==> src/rtl/i2c_master_if.sv <==
// Command/status and open-drain bus signals for the single-byte I2C master.
// The master modport is used by i2c_master; the slave modport is for whatever drives the commands.
interface i2c_master_if;
  logic       start;
  logic [6:0] addr;
  logic       rw;
  logic [7:0] wdata;
  logic [7:0] rdata;
  logic       busy;
  logic       done;
  logic       ack_err;
  logic       scl_out;
  logic       sda_out;
  logic       sda_in;

  modport master (
    input  start, addr, rw, wdata, sda_in,
    output rdata, busy, done, ack_err, scl_out, sda_out
  );

  modport slave (
    output start, addr, rw, wdata, sda_in,
    input  rdata, busy, done, ack_err, scl_out, sda_out
  );
endinterface

==> src/rtl/i2c_master.sv <==
// Single-master I2C initiator: one START, address+R/W, one data byte, ACK handling, STOP per command.
// SCL is built from QDIV-cycle quarter periods; both bus drives come straight from flops.
module i2c_master #(
  parameter int QDIV = 4
) (
  input logic          clk,
  input logic          n_rst,
  i2c_master_if.master bus
);

  localparam int CW = $clog2(QDIV);

  typedef enum logic [3:0] {
    S_IDLE, S_START, S_ADDR, S_ADDR_ACK, S_WRITE,
    S_WRITE_ACK, S_READ, S_READ_NACK, S_STOP, S_DONE
  } state_e;

  state_e        state_q;
  logic [CW-1:0] qcnt_q, qcnt_d;
  logic [1:0]    q_q;
  logic [2:0]    bitcnt_q;
  logic [7:0]    shift_q, wdata_q, rdata_q;
  logic          rw_q, sample_q, ack_err_q, busy_q, done_q;
  logic          scl_q, sda_q, sync1_q, sync2_q;
  logic          active, wrap;

  always_comb begin
    active = (state_q != S_IDLE) && (state_q != S_DONE);
    wrap   = active && (qcnt_q == CW'(QDIV - 1));
    qcnt_d = '0;
    if (active && !wrap) qcnt_d = qcnt_q + 1'b1;
  end

  always_ff @(posedge clk) begin
    if (!n_rst) begin
      state_q   <= S_IDLE;
      qcnt_q    <= '0;
      q_q       <= '0;
      bitcnt_q  <= '0;
      shift_q   <= '0;
      wdata_q   <= '0;
      rdata_q   <= '0;
      rw_q      <= 1'b0;
      sample_q  <= 1'b1;
      ack_err_q <= 1'b0;
      busy_q    <= 1'b0;
      done_q    <= 1'b0;
      scl_q     <= 1'b1;
      sda_q     <= 1'b1;
      sync1_q   <= 1'b1;
      sync2_q   <= 1'b1;
    end else begin
      qcnt_q  <= qcnt_d;
      done_q  <= 1'b0;
      sync1_q <= bus.sda_in;
      sync2_q <= sync1_q;

      // First cycle of q3: SCL has been high a full quarter, synchronizer has settled
      if (active && qcnt_q == '0 && q_q == 2'd3) begin
        sample_q <= sync2_q;
        if (state_q == S_READ) rdata_q <= {rdata_q[6:0], sync2_q};
      end

      case (state_q)
        S_IDLE: begin
          if (bus.start) begin
            shift_q   <= {bus.addr, bus.rw};
            rw_q      <= bus.rw;
            wdata_q   <= bus.wdata;
            ack_err_q <= 1'b0;
            busy_q    <= 1'b1;
            sda_q     <= 1'b0;
            q_q       <= '0;
            state_q   <= S_START;
          end
        end
        S_DONE: state_q <= S_IDLE;
        default: begin
          if (wrap) begin
            q_q <= q_q + 2'd1;
            if (q_q == 2'd1) scl_q <= 1'b1;
            if (state_q == S_STOP && q_q == 2'd2) sda_q <= 1'b1;
            // Phase boundary: later assignments here override the generic quarter updates
            if ((state_q == S_START) ? (q_q == 2'd1) : (q_q == 2'd3)) begin
              q_q   <= '0;
              scl_q <= 1'b0;
              case (state_q)
                S_START: begin
                  sda_q    <= shift_q[7];
                  shift_q  <= {shift_q[6:0], 1'b0};
                  bitcnt_q <= 3'd7;
                  state_q  <= S_ADDR;
                end
                S_ADDR, S_WRITE: begin
                  if (bitcnt_q == 3'd0) begin
                    sda_q   <= 1'b1;
                    state_q <= (state_q == S_ADDR) ? S_ADDR_ACK : S_WRITE_ACK;
                  end else begin
                    bitcnt_q <= bitcnt_q - 3'd1;
                    sda_q    <= shift_q[7];
                    shift_q  <= {shift_q[6:0], 1'b0};
                  end
                end
                S_ADDR_ACK: begin
                  bitcnt_q <= 3'd7;
                  if (sample_q) begin
                    ack_err_q <= 1'b1;
                    sda_q     <= 1'b0;
                    state_q   <= S_STOP;
                  end else if (rw_q) begin
                    sda_q   <= 1'b1;
                    state_q <= S_READ;
                  end else begin
                    sda_q   <= wdata_q[7];
                    shift_q <= {wdata_q[6:0], 1'b0};
                    state_q <= S_WRITE;
                  end
                end
                S_WRITE_ACK: begin
                  if (sample_q) ack_err_q <= 1'b1;
                  sda_q   <= 1'b0;
                  state_q <= S_STOP;
                end
                S_READ: begin
                  sda_q <= 1'b1;
                  if (bitcnt_q == 3'd0) state_q <= S_READ_NACK;
                  else bitcnt_q <= bitcnt_q - 3'd1;
                end
                S_READ_NACK: begin
                  sda_q   <= 1'b0;
                  state_q <= S_STOP;
                end
                S_STOP: begin
                  scl_q   <= 1'b1;
                  sda_q   <= 1'b1;
                  busy_q  <= 1'b0;
                  done_q  <= 1'b1;
                  state_q <= S_DONE;
                end
                default: state_q <= S_IDLE;
              endcase
            end
          end
        end
      endcase
    end
  end

  assign bus.rdata   = rdata_q;
  assign bus.busy    = busy_q;
  assign bus.done    = done_q;
  assign bus.ack_err = ack_err_q;
  assign bus.scl_out = scl_q;
  assign bus.sda_out = sda_q;

endmodule

==> src/flat_wrapper.sv <==
// flat-port wrapper written by rule: the top's interface ports become plain ports
module i2c_master_flat 
#(
  parameter int QDIV = 4
)
  (clk, n_rst, bus_start, bus_addr, bus_rw, bus_wdata, bus_sda_in, bus_rdata, bus_busy, bus_done, bus_ack_err, bus_scl_out, bus_sda_out);
  i2c_master_if bus_i ();
  input logic clk;
  input logic n_rst;
  input wire logic [$bits(bus_i.start)-1:0] bus_start;
  input wire logic [$bits(bus_i.addr)-1:0] bus_addr;
  input wire logic [$bits(bus_i.rw)-1:0] bus_rw;
  input wire logic [$bits(bus_i.wdata)-1:0] bus_wdata;
  input wire logic [$bits(bus_i.sda_in)-1:0] bus_sda_in;
  output wire logic [$bits(bus_i.rdata)-1:0] bus_rdata;
  output wire logic [$bits(bus_i.busy)-1:0] bus_busy;
  output wire logic [$bits(bus_i.done)-1:0] bus_done;
  output wire logic [$bits(bus_i.ack_err)-1:0] bus_ack_err;
  output wire logic [$bits(bus_i.scl_out)-1:0] bus_scl_out;
  output wire logic [$bits(bus_i.sda_out)-1:0] bus_sda_out;
  assign bus_i.start = bus_start;
  assign bus_i.addr = bus_addr;
  assign bus_i.rw = bus_rw;
  assign bus_i.wdata = bus_wdata;
  assign bus_i.sda_in = bus_sda_in;
  assign bus_rdata = bus_i.rdata;
  assign bus_busy = bus_i.busy;
  assign bus_done = bus_i.done;
  assign bus_ack_err = bus_i.ack_err;
  assign bus_scl_out = bus_i.scl_out;
  assign bus_sda_out = bus_i.sda_out;
  i2c_master #(.QDIV(QDIV)) u_core (.clk(clk), .n_rst(n_rst), .bus(bus_i));
endmodule
==> config.mk <==
export PLATFORM = sky130hd
export DESIGN_NAME = i2c_master_flat
export DESIGN_NICKNAME = d
export VERILOG_FILES = /design/src/rtl/i2c_master_if.sv /design/src/rtl/i2c_master.sv /design/src/flat_wrapper.sv
export SDC_FILE = /design/constraint.sdc
export NUM_CORES = 1
export LEC_CHECK = 0
export BUFFER_PORTS_ARGS = -buffer_cell sky130_fd_sc_hd__buf_2
export CAP_MARGIN = 20
export CORE_ASPECT_RATIO = 1.1
export CORE_MARGIN = 2
export CORE_UTILIZATION = 61
export DETAILED_ROUTE_END_ITERATION = 10
export PLACE_DENSITY = 0.84
export SLEW_MARGIN = 10
export SYNTH_ARGS = -nofsm -noshare
export SYNTH_HDL_FRONTEND = slang
export SYNTH_SLANG_ARGS = --single-unit
export TNS_END_PERCENT = 1
==> constraint.sdc <==
create_clock -name clk -period 3 [get_ports clk]
set_clock_uncertainty 0.1 [all_clocks]
set_input_delay 0.45 -clock clk [delete_from_list [all_inputs] [get_ports clk]]
set_output_delay 0.45 -clock clk [all_outputs]
set_load 0.02 [all_outputs]
==> impl_metrics.yaml <==
pwr:
  power_density_nw_per_um2: 852.1
  p_switching_uw: 872.4
  seqPwrFrac_pct: 38.0
  p_int_mw: 1.322
  clock_power_share_pct: 20.4
  p_leak_nw: 1.024
  p_comb_share_pct: 41.5
  max-vdd-ir-drop_v: 0.0004924
  swShare_pct: 39.76
layout:
  area_growth_syn_to_layout_pct: 13.64
  final_util_pct: 71.58
  layout-drive-gt1-share_pct: 18.18
  instances_no_fill: 347
  fillers: 304
  diodes: 0
  layout.nets: 323
outcome:
  status: "finished, final reports clean"
setup_path:
  arrival_ns: 2.59
  worstSetupPathType: "register to register"
  crit_slowest_cell: "nor2_1"
  end_kind: "register"
  r2r_slack_ns: 0.51
  slowest_delay_ns: 0.63
  startpoint_type: "register"
  path_cells: "nor2_1 > a31oi_1 > nor4_4 > o221ai_1 > o211a_1"
  cp.required_ns: 3.10
  critPathBufInv: 0
  cpLargestDelayFamily: "simple AND/OR/NAND/NOR gates"
  crit_path_max_fanout: 15
yosys:
  synth_top_family_by_area: "simple AND/OR/NAND/NOR gates"
  yosys.area.top_type: "dfxtp_1"
  async_flop_share_pct: 0
  synth_seq_cells: 44
  synth_fa_ha_area_share_pct: 3.865
  syn_avg_cell_area_um2: 8.392
  synth.mux.area_fraction_pct: 11.49
  synth_xor_area_share_pct: 0.3865
  yosys.area_share.simple_pct: 23.03
  synth_cell_types: 41
  ys_seq_area_share_pct: 38.87
  synth.area.top_cells: "dfxtp_1 (39%), mux2i_1 (11%), nand2_1 (8.0%)"
  synthesis.nets: 297
  synth_edf_count: 0
  syn_area_um2: 2266
  synth_ff_type: "dfxtp_1"
  ys_warn_count: 0
  synth-compound-area-share_pct: 17.34
  syn_inst: 270
  yosys.area.top_type_share_pct: 38.87
timing:
  hold_viol_final: 0
  period_share_pct: 83.05
  rsz0062_at_grt: "no"
  tightest_slew_ns: 0.8154
  setup_ws_ns: 0.5085
  setup_tns_ns: 0
  final_max_slew_viol_count: 0
  maxSlewHeadroom_pct: 45.56
  fmax_ghz: 0.4014
  post-route-min-period_ns: 2.491
  setup_violations: 0
  fin_hold_ws_ns: 0.2268
floorplanning:
  dieArea_um2: 4219
  coreArea_um2: 3597
  die_width_um: 62.11
  chipHeight_um: 67.92
  rows: 23
  boundaryPins: 33
  start_util_pct: 62.99
grt:
  grt_usage_pct: 23.10
  antenna_found_initial: 0
  grt_overflow_total: 0
  grt_pass1_vias: 1722
  grt_max_degree: 26
  grt_pass1_wl_mm: 7.603
place:
  dp_hpwl_mm: 3.360
  gp_congestion: 0.8645
  dpl.cell_count: 339
  io_buffer_count: 32
  dp_slack_ns: 0.5751
detailed_routing:
  wl_mm: 4.763
  ant_nets: 0
  via_count: 2001
  vias_per_cell: 5.767
  drc: 0
  drt_first_pass_iters: 6
  drt_iter0_drc: 119
  wl_per_cell_um: 13.73
clock_network:
  clkSinkCount: 44
  clk_path_buf_depth: 2
  cts_tree: "yes"
  cts_resized: 0
  ctsHtreeMaxLevel: 2
  root_buffer: "clkbuf_8"
  clock_latency_ns: 0.30
  cts_setup_buffers: 0
  numCtsBuffers: 5
  hold_buffers: 0
  path_clk_slew_ns: 0.08
flow_run:
  max_cap_viol_count: 0
hold_path:
  worstHoldPathType: "input pin to register"
## per-layer routing
| metal | share of wire (%) | vias up | GRT usage, % |
|---|---|---|---|
| li1 | - | 999 | - |
| met3 | 5.5 | 6 | 5.099 |
| met5 | 0 | - | 0 |
| met2 | 51 | 62 | 42.66 |
| met4 | 1.4 | 0 | 10.00 |
| met1 | 43 | 934 | 26.28 |
## through the flow
| step | cell area [um2] | total power, mW |
|---|---|---|
| 2_1_floorplan | 2266 | 1.541 |
| 3_5_place_dp | 2464 | 1.742 |
| 5_1_grt | 2575 | 2.338 |
| 3_3_place_gp | 2464 | 1.717 |
| 6_report | 2575 | 2.194 |
| 4_1_cts | 2575 | 2.194 |
## state kept, by name (all words and copies together) (netlist names), 2 cells and up
signal            count
u_core.bitcnt_q       3
u_core.bus.rdata      8
u_core.q_q            2
u_core.qcnt_q         2
u_core.shift_q        8
u_core.state_q        4
u_core.wdata_q        8
## worst paths after layout
path | startpoint | end | cells past startpoint
min reg2reg | u_core.sync1_q$_SDFF_PN1_ | u_core.sync2_q$_SDFF_PN1_ | 1
min | bus_sda_in | u_core.sync1_q$_SDFF_PN1_ | 2
max | u_core.state_q[2]$_SDFFE_PN0P_ | u_core.state_q[3]$_SDFFE_PN0P_ | 5
max reg2reg | u_core.state_q[2]$_SDFFE_PN0P_ | u_core.state_q[3]$_SDFFE_PN0P_ | 5
## cell type report
type	count	area [um2]	area share (%)
Sequential cell	44	880.8	34.21
Clock buffer	5	68.82	2.672
Inverter	10	37.54	1.458
Clock inverter	3	42.54	1.652
Timing Repair Buffer	38	205.2	7.969
Multi-Input combinational cell	197	1277	49.61
Tap cell	50	62.56	2.430
## cell usage after synthesis, types with 2 or more instances
master and instances:
ha_1 7, or4b_1 2, buf_2 4, o211a_1 2
mux2i_1 26, nor3_1 6, clkbuf_1 15, nand3_1 4
a31oi_1 4, o21a_1 2, a21oi_1 24, o211ai_1 8
inv_1 9, or3_1 2, dfxtp_1 44, a211oi_1 5
nor4_4 2, nand2_1 48, nand2b_1 7, and3_1 4
a21o_1 2, nor2_1 19, o21ai_0 6
## cells in the final DEF, fill, tap and decap left out, drive strengths merged
cell / n
o21a: 2
nor4bb: 1
o22ai: 1
o221ai: 1
a31oi: 4
o311ai: 1
nand2: 48
inv: 9
o211ai: 8
clkinv: 2
nand4: 1
buf: 38
a22oi: 1
nor4b: 2
and3: 4
a21o: 2
nor4: 2
a211oi: 5
or4b: 2
ha: 7
o31ai: 1
o21ai: 6
xor2: 1
or2: 1
clkbuf: 5
nand3: 4
clkinvlp: 1
or3: 2
nand2b: 7
nor2b: 1
o221a: 2
dfxtp: 44
nor2: 20
nand4b: 1
mux2i: 26
a21oi: 25
o211a: 2
bufinv: 1
nor3: 6
## power by group through the flow
stage / sequential (mW) / clock [mW] / combinational [mW]
floorplan: 0.772 / 0 / 0.769
global route: 0.853 / 0.486 / 0.999
detailed placement: 0.841 / 0 / 0.901
finish: 0.835 / 0.448 / 0.911
CTS: 0.829 / 0.457 / 0.908
global placement: 0.835 / 0 / 0.881
## logic make-up (layout without fill, tap and decap cells)
kind of cell | Yosys count | count (layout)
simple gates | 102 | 102
compound gates | 61 | 61
flops | 44 | 44
buf+inv | 29 | 56
mux | 26 | 26
fa+ha+maj | 7 | 7
xor+xnor | 1 | 1
Power figures use the tool's default switching activity.
